### src/rtl/otter_pkg.sv
// Shared definitions for the OTTER fetch stage: NOP encoding, the fetch entry
// record carried through the prefetch FIFO, and the default reset vector.
package otter_pkg;

    localparam logic [31:0] NOP_INSTR         = 32'h0000_0013;  // addi x0, x0, 0
    localparam logic [31:0] RESET_VEC_DEFAULT = 32'h0000_0000;

    typedef struct packed {
        logic [31:0] ir;
        logic [31:0] pc;
    } fetch_entry_t;

    function automatic logic [31:0] word_align(input logic [31:0] addr);
        return {addr[31:2], 2'b00};
    endfunction

endpackage

### src/rtl/otter_fetch_fifo.sv
// DEPTH-entry circular prefetch FIFO holding {ir, pc} records.
// Clear outranks push and pop; the head is always read from stored entries.
module otter_fetch_fifo
    import otter_pkg::*;
#(
    parameter int DEPTH = 2
) (
    input  logic                       CLK,
    input  logic                       RST_N,
    input  logic                       clear,
    input  logic                       push,
    input  fetch_entry_t               push_entry,
    input  logic                       pop,
    output logic [$clog2(DEPTH+1)-1:0] count,
    output logic                       head_valid,
    output fetch_entry_t               head
);

    localparam int PTR_W = $clog2(DEPTH);
    localparam int CNT_W = $clog2(DEPTH + 1);
    localparam logic [PTR_W-1:0] LAST_PTR = PTR_W'(DEPTH - 1);
    localparam logic [CNT_W-1:0] FULL_CNT = CNT_W'(DEPTH);

    fetch_entry_t     mem [DEPTH];
    logic [PTR_W-1:0] rd_ptr;
    logic [PTR_W-1:0] wr_ptr;
    logic             do_push;
    logic             do_pop;

    function automatic logic [PTR_W-1:0] ptr_inc(input logic [PTR_W-1:0] p);
        return (p == LAST_PTR) ? '0 : p + 1'b1;
    endfunction

    assign head_valid = (count != '0);
    assign do_pop     = pop & head_valid;
    // A push into a full FIFO is only accepted when the head leaves in the same cycle.
    assign do_push    = push & ((count != FULL_CNT) | do_pop);
    assign head       = mem[rd_ptr];

    always_ff @(posedge CLK or negedge RST_N) begin
        if (!RST_N) begin
            rd_ptr <= '0;
            wr_ptr <= '0;
            count  <= '0;
        end else if (clear) begin
            rd_ptr <= '0;
            wr_ptr <= '0;
            count  <= '0;
        end else begin
            if (do_push) wr_ptr <= ptr_inc(wr_ptr);
            if (do_pop)  rd_ptr <= ptr_inc(rd_ptr);
            case ({do_push, do_pop})
                2'b10:   count <= count + CNT_W'(1);
                2'b01:   count <= count - CNT_W'(1);
                default: count <= count;
            endcase
        end
    end

    always_ff @(posedge CLK) begin
        if (do_push && !clear) mem[wr_ptr] <= push_entry;
    end

endmodule

### src/rtl/otter_fetch_buffer.sv
// OTTER fetch stage: owns the PC, issues 1-cycle-latency IMEM reads and
// tags responses with an epoch so redirects discard wrong-path words.
module otter_fetch_buffer
    import otter_pkg::*;
#(
    parameter logic [31:0] RESET_VEC = RESET_VEC_DEFAULT,
    parameter int          DEPTH     = 2
) (
    input  logic        CLK,
    input  logic        RST_N,
    input  logic        REDIRECT,
    input  logic [31:0] REDIRECT_PC,
    input  logic        STALL,
    output logic [31:0] IMEM_ADDR,
    output logic        IMEM_RD,
    input  logic [31:0] IMEM_DOUT,
    output logic        ID_VALID,
    output logic [31:0] ID_IR,
    output logic [31:0] ID_PC
);

    localparam int CNT_W = $clog2(DEPTH + 1);

    logic [31:0]      pc;
    logic             epoch;
    logic             epoch_nxt;
    logic             inflight;
    logic [31:0]      inflight_pc;
    logic             inflight_epoch;
    logic [CNT_W-1:0] count;
    logic [CNT_W:0]   occupancy;
    logic             issue;
    logic             pop;
    logic             push;
    logic             head_valid;
    fetch_entry_t     head;
    fetch_entry_t     push_entry;

    // Decode handshake: ID_VALID is the valid, ~STALL the ready; the head
    // retires only when both hold and no redirect is flushing the stage.
    assign pop = head_valid & ~STALL & ~REDIRECT;

    // Slots already promised (stored + in flight) minus the one leaving;
    // pop implies count >= 1, so the subtraction cannot underflow.
    assign occupancy = (CNT_W+1)'(count) + (CNT_W+1)'(inflight) - (CNT_W+1)'(pop);
    assign issue     = REDIRECT | (occupancy < (CNT_W+1)'(DEPTH));

    assign epoch_nxt = epoch ^ REDIRECT;
    assign IMEM_ADDR = REDIRECT ? word_align(REDIRECT_PC) : pc;
    assign IMEM_RD   = issue & RST_N;

    // A response survives only if no redirect happened since it was issued.
    assign push       = inflight & ~REDIRECT & (inflight_epoch == epoch);
    assign push_entry = '{ir: IMEM_DOUT, pc: inflight_pc};

    always_ff @(posedge CLK or negedge RST_N) begin
        if (!RST_N) begin
            pc             <= RESET_VEC;
            epoch          <= 1'b0;
            inflight       <= 1'b0;
            inflight_pc    <= '0;
            inflight_epoch <= 1'b0;
        end else begin
            epoch    <= epoch_nxt;
            inflight <= issue;
            if (issue) begin
                pc             <= IMEM_ADDR + 32'd4;
                inflight_pc    <= IMEM_ADDR;
                inflight_epoch <= epoch_nxt;
            end
        end
    end

    otter_fetch_fifo #(
        .DEPTH(DEPTH)
    ) u_fifo (
        .CLK        (CLK),
        .RST_N      (RST_N),
        .clear      (REDIRECT),
        .push       (push),
        .push_entry (push_entry),
        .pop        (pop),
        .count      (count),
        .head_valid (head_valid),
        .head       (head)
    );

    assign ID_VALID = head_valid;
    assign ID_IR    = head_valid ? head.ir : NOP_INSTR;
    assign ID_PC    = head_valid ? head.pc : 32'h0000_0000;

endmodule
### config.mk
export PLATFORM = sky130hd
export DESIGN_NAME = otter_fetch_buffer
export DESIGN_NICKNAME = d
export VERILOG_FILES = /design/src/rtl/otter_pkg.sv /design/src/rtl/otter_fetch_fifo.sv /design/src/rtl/otter_fetch_buffer.sv
export SDC_FILE = /design/constraint.sdc
export NUM_CORES = 1
export LEC_CHECK = 0
export BUFFER_PORTS_ARGS = -buffer_cell sky130_fd_sc_hd__buf_2
export CORE_AREA = 2 2 136 138
export CTS_BUF_LIST = sky130_fd_sc_hd__clkbuf_4 sky130_fd_sc_hd__clkbuf_8 sky130_fd_sc_hd__clkbuf_16
export DETAILED_ROUTE_END_ITERATION = 10
export DIE_AREA = 0 0 138 140
export GPL_ROUTABILITY_DRIVEN = 0
export PLACE_DENSITY = 0.85
export SLEW_MARGIN = 20
export SYNTH_ARGS = -nofsm -noshare
export SYNTH_HDL_FRONTEND = slang
export SYNTH_SLANG_ARGS = --single-unit
### constraint.sdc
create_clock -name CLK -period 5.3 [get_ports CLK]
set_input_delay 0.53 -clock CLK [delete_from_list [all_inputs] [get_ports CLK]]
set_output_delay 0.53 -clock CLK [all_outputs]
set_load 0.02 [all_outputs]
==> flow_summary.ini, run 1 <==
[timing]
worstMarginPinSlew_ns = 0.888
rsz0062_at_grt = no
fmax_ghz = 0.246
period_share_pct = 76.6
clock_skew_ns = 0.0141
hold_viol_final = 0
fin_tns_setup_ns = 0
slew_headroom_pct = 40.8
slew_violations = 0
setup_violations = 0
period_needed_ns = 4.06

[global_route]
gr-usage-met1_pct = 25.0
grt_use_total_pct = 19.5
grt_pass1_vias = 5812
grt_overflow = 0
grt_pass1_wl_um = 29900
grt_antenna_before_repair = 1
grtUsageMet3_pct = 5.09
top_usage_layer = met2
grt_max_degree = 73
grt.met2_usage_pct = 33.1

[detailed_routing]
first_pass_iters = 5
dr_total_vias = 5950
drc = 0
antenna_left = 0
wirelength_um = 18800
vias_per_cell = 5.41
first_iter_violations = 341
wl_per_cell_um = 17.1

[worst_setup_path]
r2r-end = pc[24]
rrSetupSlack_ns = 1.70
cp.required_ns = 4.77
worst_setup_path_end_kind = output pin
cp_slowest_cell = dfrtp_1
worst_ep_arrival_time_ns = 3.53
r2r_start = u_fifo.count[1]
critPathKind = reg -> out
crit_chain = nor2_4 -> nor3_1 -> ha_1 -> nand2b_1 -> fa_1 -> xnor2_1 -> a21oi_4 -> buf_4 -> inv_2 -> and2_1 -> buf_2
max_stage_delay_ns = 0.54
critPathMaxFanout = 41
worstSetupStartpointType = flop
r2r_cells = 13

[yosys]
synth_nets = 777
ys_seq_elements = 197
synth_flop_cell = edfxtp_1
yosysTopAreaCellShare_pct = 43.9
synth_area_sq_um = 8750
netlist-cell-type-count = 57
yosys.area.top_type = edfxtp_1
avgSynthCellArea_sq_um = 12.4
synth_enable_flop_cells = 128
synth.area.top_cells = edfxtp_1 44%, dfrtp_1 20%, mux2i_1 9.7%
ys_seq_area_share_pct = 63.6
synth-warning-count = 0
synth_cells = 706
synthArstFlopShare_pct = 35.0

[clock_network]
htree_levels = 4
cts_resized = 0
numCtsBuffers = 17
clkLatencyLatePin_ns = 0.43
clk_pin_slew_ns = 0.07
cts.sink_count = 197
holdBufCountCts = 0
cts_buffer_depth = 2
post_cts_buffers = 0
cts_root_buf = clkbuf_16
cts_tree = done

[floorplan]
chipWidth_um = 138
die_h_um = 140
initial_core_util_pct = 49.2
rows = 49
core_sq_um = 17800
die_area_sq_um = 19300
io_pins = 166

[finish]
area_delta_synth_final_pct = 19.2
stdcell_area_sq_um = 10400
drive_gt1_share_pct = 26.2
nets = 929
diodes = 0
nFillCells = 1442

[job]
cap_violations = 0

[placed_design]
hpwl_um = 12700
portBuffers = 163
place_area_sq_um = 9780

[power_and_ir_drop]
power_w = 0.00592
p_leak_nw = 4.19
power_density_nw_per_um2 = 567
peakVddDrop_mv = 0.263

[outcome]
outcome = completed

[min_path]
hold_path.class = in -> async
## sequential cells by signal (all words and copies together), names as in the netlist
register / flops
inflight_pc: 30
u_fifo.wr_ptr: 1
inflight_epoch: 1
u_fifo.count: 2
u_fifo.mem: 128
epoch: 1
inflight: 1
pc: 32
u_fifo.rd_ptr: 1
## area by class of cell
class / instances / area, sq um / area share (%)
clock inverters: 10 / 103 / 0.983
inverters: 27 / 101 / 0.971
clock buffers: 22 / 522 / 5.00
well taps: 229 / 287 / 2.75
repair buffers: 171 / 908 / 8.71
multi-input cells: 444 / 2940 / 28.2
flip-flops and latches: 197 / 5570 / 53.4
## report_power, final
group	switching, W	internal (W)
clock network	0.000562	0.000758
logic	0.00133	0.000690
registers	0.000293	0.00229
## kinds of logic (layout without fill, tap and decap cells)
kind of cell | Yosys count | after routing | share of synthesized area, %
simple gates | 231 | 231 | 12.6
flops | 197 | 197 | 63.6
compound gates | 100 | 100 | 7.55
mux | 94 | 94 | 10.9
buf+inv | 65 | 230 | 3.19
xor+xnor | 16 | 16 | 1.60
fa+ha+maj | 3 | 3 | 0.514
## worst max-delay path by stage
| stage | start | to | slack (ns) | depth (start not counted) |
|---|---|---|---|---|
| after floorplan | REDIRECT | u_fifo.mem[0][0] | 0.80 | 7 |
| after global placement | STALL | IMEM_RD | 1.59 | 11 |
| after detailed placement | STALL | IMEM_RD | 1.51 | 11 |
| after CTS | u_fifo.count[1] | IMEM_RD | 1.21 | 11 |
| after global routing | u_fifo.count[1] | IMEM_RD | 1.02 | 11 |
| final | u_fifo.count[1] | IMEM_RD | 1.24 | 11 |
## critical path, delay by kind of cell (launching register included)
kind                     cells  cell delay [ns]
AO/OA/AOI/OAI                1             0.09
buffers and inverters        3             1.00
flip-flops                   1             0.54
AND/OR/NAND/NOR              4             0.57
XOR/XNOR                     1             0.27
adder cells (fa/ha/maj)      2             0.63
## cell usage after synthesis (4+ instances only)
library cell,count
a21oi_1,45
and3_1,5
buf_1,11
buf_2,4
clkbuf_1,18
dfrtp_1,69
edfxtp_1,128
inv_1,27
mux2_2,8
mux2i_1,85
nand2_1,29
nand3_1,11
nand3b_1,6
nor2_1,128
nor2b_1,5
nor3_1,10
nor4_1,11
o21a_1,5
o21ai_0,7
o31a_1,5
o31ai_1,13
xnor2_1,15
## layer usage
metal / wire length, um / part of all wire, % / vias up
met4: 168 / 0.89 / 0
met2: 9240 / 49 / 170
met5: 0 / 0 / -
li1: - / - / 2852
met1: 8200 / 44 / 2912
met3: 1170 / 6.2 / 16
## cell usage in the layout, fill, tap and decap left out, drive strengths merged, types with 3 or more instances in the layout
| cell type | count |
|---|---|
| nand2b | 3 |
| o31a | 5 |
| xnor2 | 15 |
| and3 | 5 |
| clkinv | 3 |
| o31ai | 13 |
| mux2i | 86 |
| nand2 | 29 |
| inv | 31 |
| nor4 | 11 |
| o21ai | 7 |
| and4 | 3 |
| o21a | 5 |
| nor2b | 5 |
| and2 | 3 |
| clkbuf | 22 |
| a31oi | 3 |
| and3b | 3 |
| a211oi | 4 |
| buf | 171 |
| a21oi | 45 |
| mux2 | 8 |
| nor3 | 10 |
| dfrtp | 69 |
| nand3 | 11 |
| nand3b | 6 |
| nand4 | 5 |
| edfxtp | 128 |
| nor2 | 128 |
## per-stage QoR
step	worst slack (ns)	utilization, %	std cells	hold slack [ns]
final	1.24	58.7	1100	0.109
after global routing	1.02	58.7	1100	0.141
after CTS	1.21	58.5	1099	0.113
after detailed placement	1.51	55.0	1067	0.460
after global placement	1.59	55.0	1067	0.449
after floorplan	0.803	-	706	0.234
No activity file was read; power rests on OpenSTA's default activity.
==> run 2, diff against run 1 <==
--- a/config.mk
+++ b/config.mk
@@ -5,11 +5,12 @@
 export SDC_FILE = /design/constraint.sdc
 export NUM_CORES = 1
 export LEC_CHECK = 0
+export ABC_AREA = 1
 export BUFFER_PORTS_ARGS = -buffer_cell sky130_fd_sc_hd__buf_2
-export CORE_AREA = 2 2 136 138
+export CORE_AREA = 2 2 137 139
 export CTS_BUF_LIST = sky130_fd_sc_hd__clkbuf_4 sky130_fd_sc_hd__clkbuf_8 sky130_fd_sc_hd__clkbuf_16
 export DETAILED_ROUTE_END_ITERATION = 10
-export DIE_AREA = 0 0 138 140
+export DIE_AREA = 0 0 139 141
 export GPL_ROUTABILITY_DRIVEN = 0
 export PLACE_DENSITY = 0.85
 export SLEW_MARGIN = 20
==> constraint.sdc (replaced) <==
create_clock -name CLK -period 3.32 [get_ports CLK]
set_input_delay 0.332 -clock CLK [delete_from_list [all_inputs] [get_ports CLK]]
set_output_delay 0.332 -clock CLK [all_outputs]
set_load 0.02 [all_outputs]
==> run 2 against run 1 <==
  * Register-to-register slack worse by 1.2 ns
  * Sequential power is 51% higher
  * Synthesized cell count up 29%
  * Sequential share of layout area fell by 1.3 points
  * Utilization fell by 0.11 points
  * Clock power is 55% higher
  * Area after synthesis increased by 2.5%
  * Worst hold slack lost 0.020 ns
  * Clock skew decreased by 0.0035 ns
  * Worst setup slack worse by 1.1 ns
  * Count of clock-buffer cells in the layout is 3 lower
  * Critical path type unchanged
  * Highest routed layer unchanged
==> flow_summary.ini, run 2 <==
[worst_setup_path]
rrSetupSlack_ns = 0.53
crit_start = u_fifo.count[1]
critPathMaxFanout = 5
r2r_cells = 15
worst_setup_path_end_kind = output pin
cp.required_ns = 2.99
cp_slowest_cell = fa_2
r2r_start = u_fifo.count[1]
r2r-end = pc[8]
critPathKind = reg -> out
max_stage_delay_ns = 0.52
worstSetupStartpointType = flop
worst_ep_arrival_time_ns = 2.80
crit_chain = nor2_4 -> inv_4 -> nand2_4 -> inv_1 -> ha_1 -> or2_2 -> fa_2 -> nand2_1 -> nand2_2 -> inv_4 -> nor2_4 -> buf_6

[clock_network]
clk_pin_slew_ns = 0.07
numCtsBuffers = 17
clkLatencyLatePin_ns = 0.43
cts.sink_count = 197
htree_levels = 4
cts_root_buf = clkbuf_16
cts_tree = done
cts_buffer_depth = 2

[global_route]
grt_pass1_wl_um = 33300
grt_antenna_before_repair = 0
grt_use_total_pct = 21.7
grt_overflow = 0
grt_pass1_vias = 6555
grt_max_degree = 67

[floorplan]
rows = 50
io_pins = 166
core_sq_um = 18300
die_area_sq_um = 19600
die_h_um = 141
chipWidth_um = 139
initial_core_util_pct = 49.1

[power_and_ir_drop]
pwr-share-seq_pct = 39.9
peakVddDrop_mv = 0.471
p_int_w = 0.00579
p_sw_share_pct = 40.5
clockPowerShare_pct = 21.0
comb_power_share_pct = 39.1
power_density_nw_per_um2 = 910
p_leak_nw = 4.67
switchingPower_w = 0.00394

[timing]
clock_skew_ns = 0.0106
period_share_pct = 94.4
slew_violations = 0
fin_tns_setup_ns = 0
worstMarginPinSlew_ns = 0.756
slew_headroom_pct = 49.5
hold_viol_final = 0
period_needed_ns = 3.13
setup_violations = 0
fmax_ghz = 0.319
rsz0062_at_grt = no

[detailed_routing]
wl_per_cell_um = 15.7
drc = 0
vias_per_cell = 5.16
first_pass_iters = 6
first_iter_violations = 523
wirelength_um = 20700
antenna_left = 0
dr_total_vias = 6814

[yosys]
yosys.area.top_type = edfxtp_1
synth_nets = 983
synth_commonest_cells = 335 x nand2_1, 128 x edfxtp_1, 69 x dfrtp_1
yosysTopAreaCellShare_pct = 42.8
synth_area_sq_um = 8980
synth_flop_cell = edfxtp_1
ys_seq_area_share_pct = 62.1
netlist-cell-type-count = 36
avgSynthCellArea_sq_um = 9.84
synth_cells = 912
synth_enable_flop_cells = 128
synthArstFlopShare_pct = 35.0
synth.area.top_cells = edfxtp_1 43%, dfrtp_1 19%, nand2_1 14%
ys_seq_elements = 197
synth.most_common_cell = nand2_1
synth-warning-count = 0

[finish]
largest_reg_flops = 128
layout_commonest_cell = nand2_1
nets = 1144
multiInputGateArea_sq_um = 3050
area_delta_synth_final_pct = 19.2
nFillCells = 1522
regArea_sq_um = 5570
drive_gt1_share_pct = 29.1
max_flop_register = u_fifo.mem
diodes = 0
mostFrequentLayoutCells = 333 x nand2_1, 162 x buf_2, 128 x edfxtp_1
instances_no_fill = 1320
largest_registers = u_fifo.mem x128, pc x32, inflight_pc x30

[outcome]
outcome = completed

[placed_design]
portBuffers = 163
hpwl_um = 13900
dp.cells = 1283

[min_path]
min_to = u_fifo.mem[1][38]
hold_depth = 1
hold_start = IMEM_DOUT[6]
hold_path.class = in -> reg

[job]
cap_violations = 0
run 2: kinds of logic after synthesis:
kind of cell	after synthesis	share of synthesized area [%]
AND/OR/NAND/NOR	502	25.6
flip-flops	197	62.1
AO/OA/AOI/OAI	109	6.55
buffers and inverters	92	4.42
XOR/XNOR	9	0.878
adder cells (fa/ha/maj)	3	0.502
run 2: metrics by stage:
step           power, W  cell area [sq um]  hold slack [ns]  setup slack (ns)  utilization (%)
6_report        0.00973              10700           0.0888             0.186             58.6
5_1_grt          0.0104              10700           0.0658            0.0261             58.6
4_1_cts         0.00976              10700           0.0662            0.0380             58.4
3_5_place_dp    0.00767              10000            0.454             0.201             55.0
3_3_place_gp    0.00753              10000            0.447             0.298             55.0
2_1_floorplan   0.00640               8980           0.0364            0.0342                -
run 2: power groups by stage:
stage / registers, W / logic, W / clock network [W]
2_1_floorplan: 0.00382 / 0.00258 / 0
5_1_grt: 0.00396 / 0.00422 / 0.00220
3_3_place_gp: 0.00389 / 0.00364 / 0
4_1_cts: 0.00388 / 0.00379 / 0.00208
3_5_place_dp: 0.00393 / 0.00373 / 0
6_report: 0.00389 / 0.00380 / 0.00204
run 2: per-layer routing:
layer  GRT usage [%]  part of all wire [%]  wire [um]  up-vias
li1                -                     -          -     3317
met1            28.8                    42       8660     3176
met2            35.4                    49      10100      287
met3            4.45                   7.2       1480       34
met4            8.24                   2.5        520        0
met5               0                     0          0        -
run 2: worst max-delay path by stage:
stage	to	slack, ns	depth (start not counted)
after floorplan	u_fifo.mem[1][0]	0.03	7
after global placement	IMEM_RD	0.30	13
after detailed placement	IMEM_RD	0.20	13
after CTS	IMEM_RD	0.04	13
after global routing	IMEM_RD	0.03	12
final	IMEM_RD	0.19	12
run 2: layout make-up:
class	count	area share (%)
inverters	51	1.85
flip-flops and latches	197	52.1
multi-input cells	623	28.5
well taps	234	2.74
repair buffers	183	9.34
clock buffers	19	4.12
clock inverters	13	1.37
run 2: worst max-delay path: cells and delay by family (launching register included):
family        cells  cell delay [ns]
buf+inv           4             0.31
flops             1             0.43
fa+ha+maj         2             0.78
simple gates      6             0.84
run 2: repair_timing:
item | 4_1_cts | 5_1_grt
setup buffers | 2 | 2
pin swaps | 0 | 2
setup endpoints to repair | 1 | 1
endpoints found under the hold margin | 29 | 0
gates resized for setup | 5 | 6
hold buffers | 1 | 0
==> run 3, diff against run 2 <==
--- a/config.mk
+++ b/config.mk
@@ -7,10 +7,10 @@
 export LEC_CHECK = 0
 export ABC_AREA = 1
 export BUFFER_PORTS_ARGS = -buffer_cell sky130_fd_sc_hd__buf_2
-export CORE_AREA = 2 2 137 139
+export CORE_AREA = 2 2 153 125
 export CTS_BUF_LIST = sky130_fd_sc_hd__clkbuf_4 sky130_fd_sc_hd__clkbuf_8 sky130_fd_sc_hd__clkbuf_16
 export DETAILED_ROUTE_END_ITERATION = 10
-export DIE_AREA = 0 0 139 141
+export DIE_AREA = 0 0 155 127
 export GPL_ROUTABILITY_DRIVEN = 0
 export PLACE_DENSITY = 0.85
 export SLEW_MARGIN = 20
==> run 3 against run 2 <==
  * Clock skew about the same
  * Final area decreased by 0.21%
  * Critical endpoint unchanged
  * Sequential share of layout area increased by 0.12 points
  * Largest power group unchanged
  * Count of clock-buffer cells in the layout increased by 3
  * Total power increased by 0.43%
  * Register-to-register slack got worse by 0.15 ns
==> flow_summary.ini, run 3 (same netlist as run 2, synthesis figures left out) <==
[clock_network]
cts_root_buf = clkbuf_16
cts.sink_count = 197
clk_pin_slew_ns = 0.07
htree_levels = 4
clkLatencyLatePin_ns = 0.43
cts_buffer_depth = 2
cts_tree = done
numCtsBuffers = 17

[floorplan]
rows = 44
core_sq_um = 18000
initial_core_util_pct = 49.9
io_pins = 166
chipWidth_um = 155
die_area_sq_um = 19700
die_h_um = 127

[timing]
fmax_ghz = 0.319
clock_skew_ns = 0.0104
hold_viol_final = 0
slew_headroom_pct = 39.3
slew_violations = 0
fin_tns_setup_ns = 0
period_needed_ns = 3.14
worstMarginPinSlew_ns = 0.911
period_share_pct = 94.5
setup_violations = 0
rsz0062_at_grt = no

[min_path]
hold_start = IMEM_DOUT[23]
min_to = u_fifo.mem[0][55]
hold_depth = 1
hold_path.class = in -> reg

[worst_setup_path]
r2r-end = pc[11]
critPathBufInv = 4
crit_chain = nor2_4 -> inv_2 -> nand2_4 -> inv_1 -> ha_1 -> or2_2 -> fa_1 -> xnor2_1 -> nand2_1 -> nand2_2 -> inv_2 -> nor2_4 -> buf_6
rrSetupSlack_ns = 0.38
path_delay_family = simple AND/OR/NAND/NOR gates
max_stage_delay_ns = 0.44
r2r_start = u_fifo.count[0]
critPathMaxFanout = 5
cp_slowest_cell = dfrtp_2
cp.required_ns = 2.99
worstSetupStartpointType = flop
critPathKind = reg -> out
worst_ep_arrival_time_ns = 2.80
r2r_cells = 15
worst_setup_path_end_kind = output pin

[finish]
max_flop_register = u_fifo.mem
area_delta_synth_final_pct = 18.9
nFillCells = 1470
drive_gt1_share_pct = 28.9
layout_commonest_cell = nand2_1
instances_no_fill = 1313
nets = 1140
largest_reg_flops = 128
mostFrequentLayoutCells = 333 x nand2_1, 162 x buf_2, 128 x edfxtp_1
largest_registers = u_fifo.mem x128, pc x32, inflight_pc x30

[detailed_routing]
vias_per_cell = 5.22
wl_per_cell_um = 15.9
dr_total_vias = 6857
wirelength_um = 20900
antenna_left = 0
first_iter_violations = 686
first_pass_iters = 5
drc = 0

[global_route]
grt_pass1_vias = 6287
grt_antenna_before_repair = 1
grt_overflow = 0
grt_pass1_wl_um = 32600
grt_use_total_pct = 21.4
grt_max_degree = 81

[power_and_ir_drop]
p_leak_nw = 4.67
peakVddDrop_mv = 0.707
power_density_nw_per_um2 = 915

[job]
cap_violations = 0

[placed_design]
hpwl_um = 14200
dp.cells = 1278
portBuffers = 163

[outcome]
outcome = completed
## run 3: cell count changes in the layout (fill, tap and decap cells not counted), sizes merged
| cell | delta |
|---|---|
| diode | +1 |
| dlygate4sd3 | -1 |
| clkinv | +2 |
| buf | -3 |
| inv | -2 |
| clkbuf | +3 |
| clkinvlp | -3 |
## run 3: worst max path at each step
stage	slack, ns	start	cells after the start	to
floorplan	0.03	u_fifo.count[1]	7	u_fifo.mem[1][0]
global placement	0.32	u_fifo.count[1]	15	pc[11]
detailed placement	0.22	u_fifo.count[1]	15	pc[11]
CTS	0.01	u_fifo.count[1]	13	IMEM_RD
global route	0.02	u_fifo.count[0]	13	IMEM_RD
finish	0.18	u_fifo.count[0]	13	IMEM_RD
## run 3: stage by stage
stage               hold slack (ns)  worst slack, ns  utilization (%)  power (W)  instance area, sq um
finish                       0.0882            0.184             59.3    0.00977                 10700
global placement              0.447            0.319             55.8    0.00755                 10000
detailed placement            0.465            0.219             55.8    0.00770                 10000
global route                 0.0659           0.0242             59.3     0.0104                 10700
CTS                          0.0732           0.0139             59.1    0.00977                 10600
floorplan                    0.0364           0.0342                -    0.00640                  8980
## run 3: area by class of cell
cell class                      count  area (sq um)  area share [%]
Antenna cell                        1          2.50          0.0234
Clock buffer                       22           475            4.45
Clock inverter                     10           118            1.10
Inverter                           51           193            1.80
Multi-Input combinational cell    623          3050            28.5
Sequential cell                   197          5570            52.2
Tap cell                          230           288            2.70
Timing Repair Buffer              179           980            9.18
## run 3: worst register-to-register path: stages (launching register included)
cell	delay (ns)
dfrtp_2	0.44
nor2_4	0.13
inv_2	0.09
nand2_4	0.08
inv_1	0.06
ha_1	0.26
or2_2	0.30
fa_1	0.38
xnor2_1	0.14
nand2_1	0.07
nand2_2	0.09
inv_2	0.14
buf_12	0.30
nor2_1	0.11
a22oi_1	0.16
o21ai_0	0.10
## run 3: what timing repair did
action | in CTS | in global routing
hold endpoints to repair | 0 | 0
resized for setup | 4 | 5
pin swaps | 0 | 1
hold buffers | 0 | 0
setup endpoints to repair | 1 | 1
setup buffers | 0 | 2
## run 3: power breakdown
part / leakage (nW) / switching, W / internal [W]
registers: 2.02 / 0.000394 / 0.00353
clock network: 0.296 / 0.000878 / 0.00118
logic: 2.35 / 0.00267 / 0.00112
total: 4.67 / 0.00394 / 0.00583
## run 3: per-layer routing
metal	global-route usage, %	up-vias	part of all wire (%)	wire length, um
met5	0	-	0	0
met4	4.85	0	0.54	114
met2	33.3	288	46	9560
met3	4.78	11	8.7	1810
li1	-	3307	-	-
met1	31.2	3251	45	9450
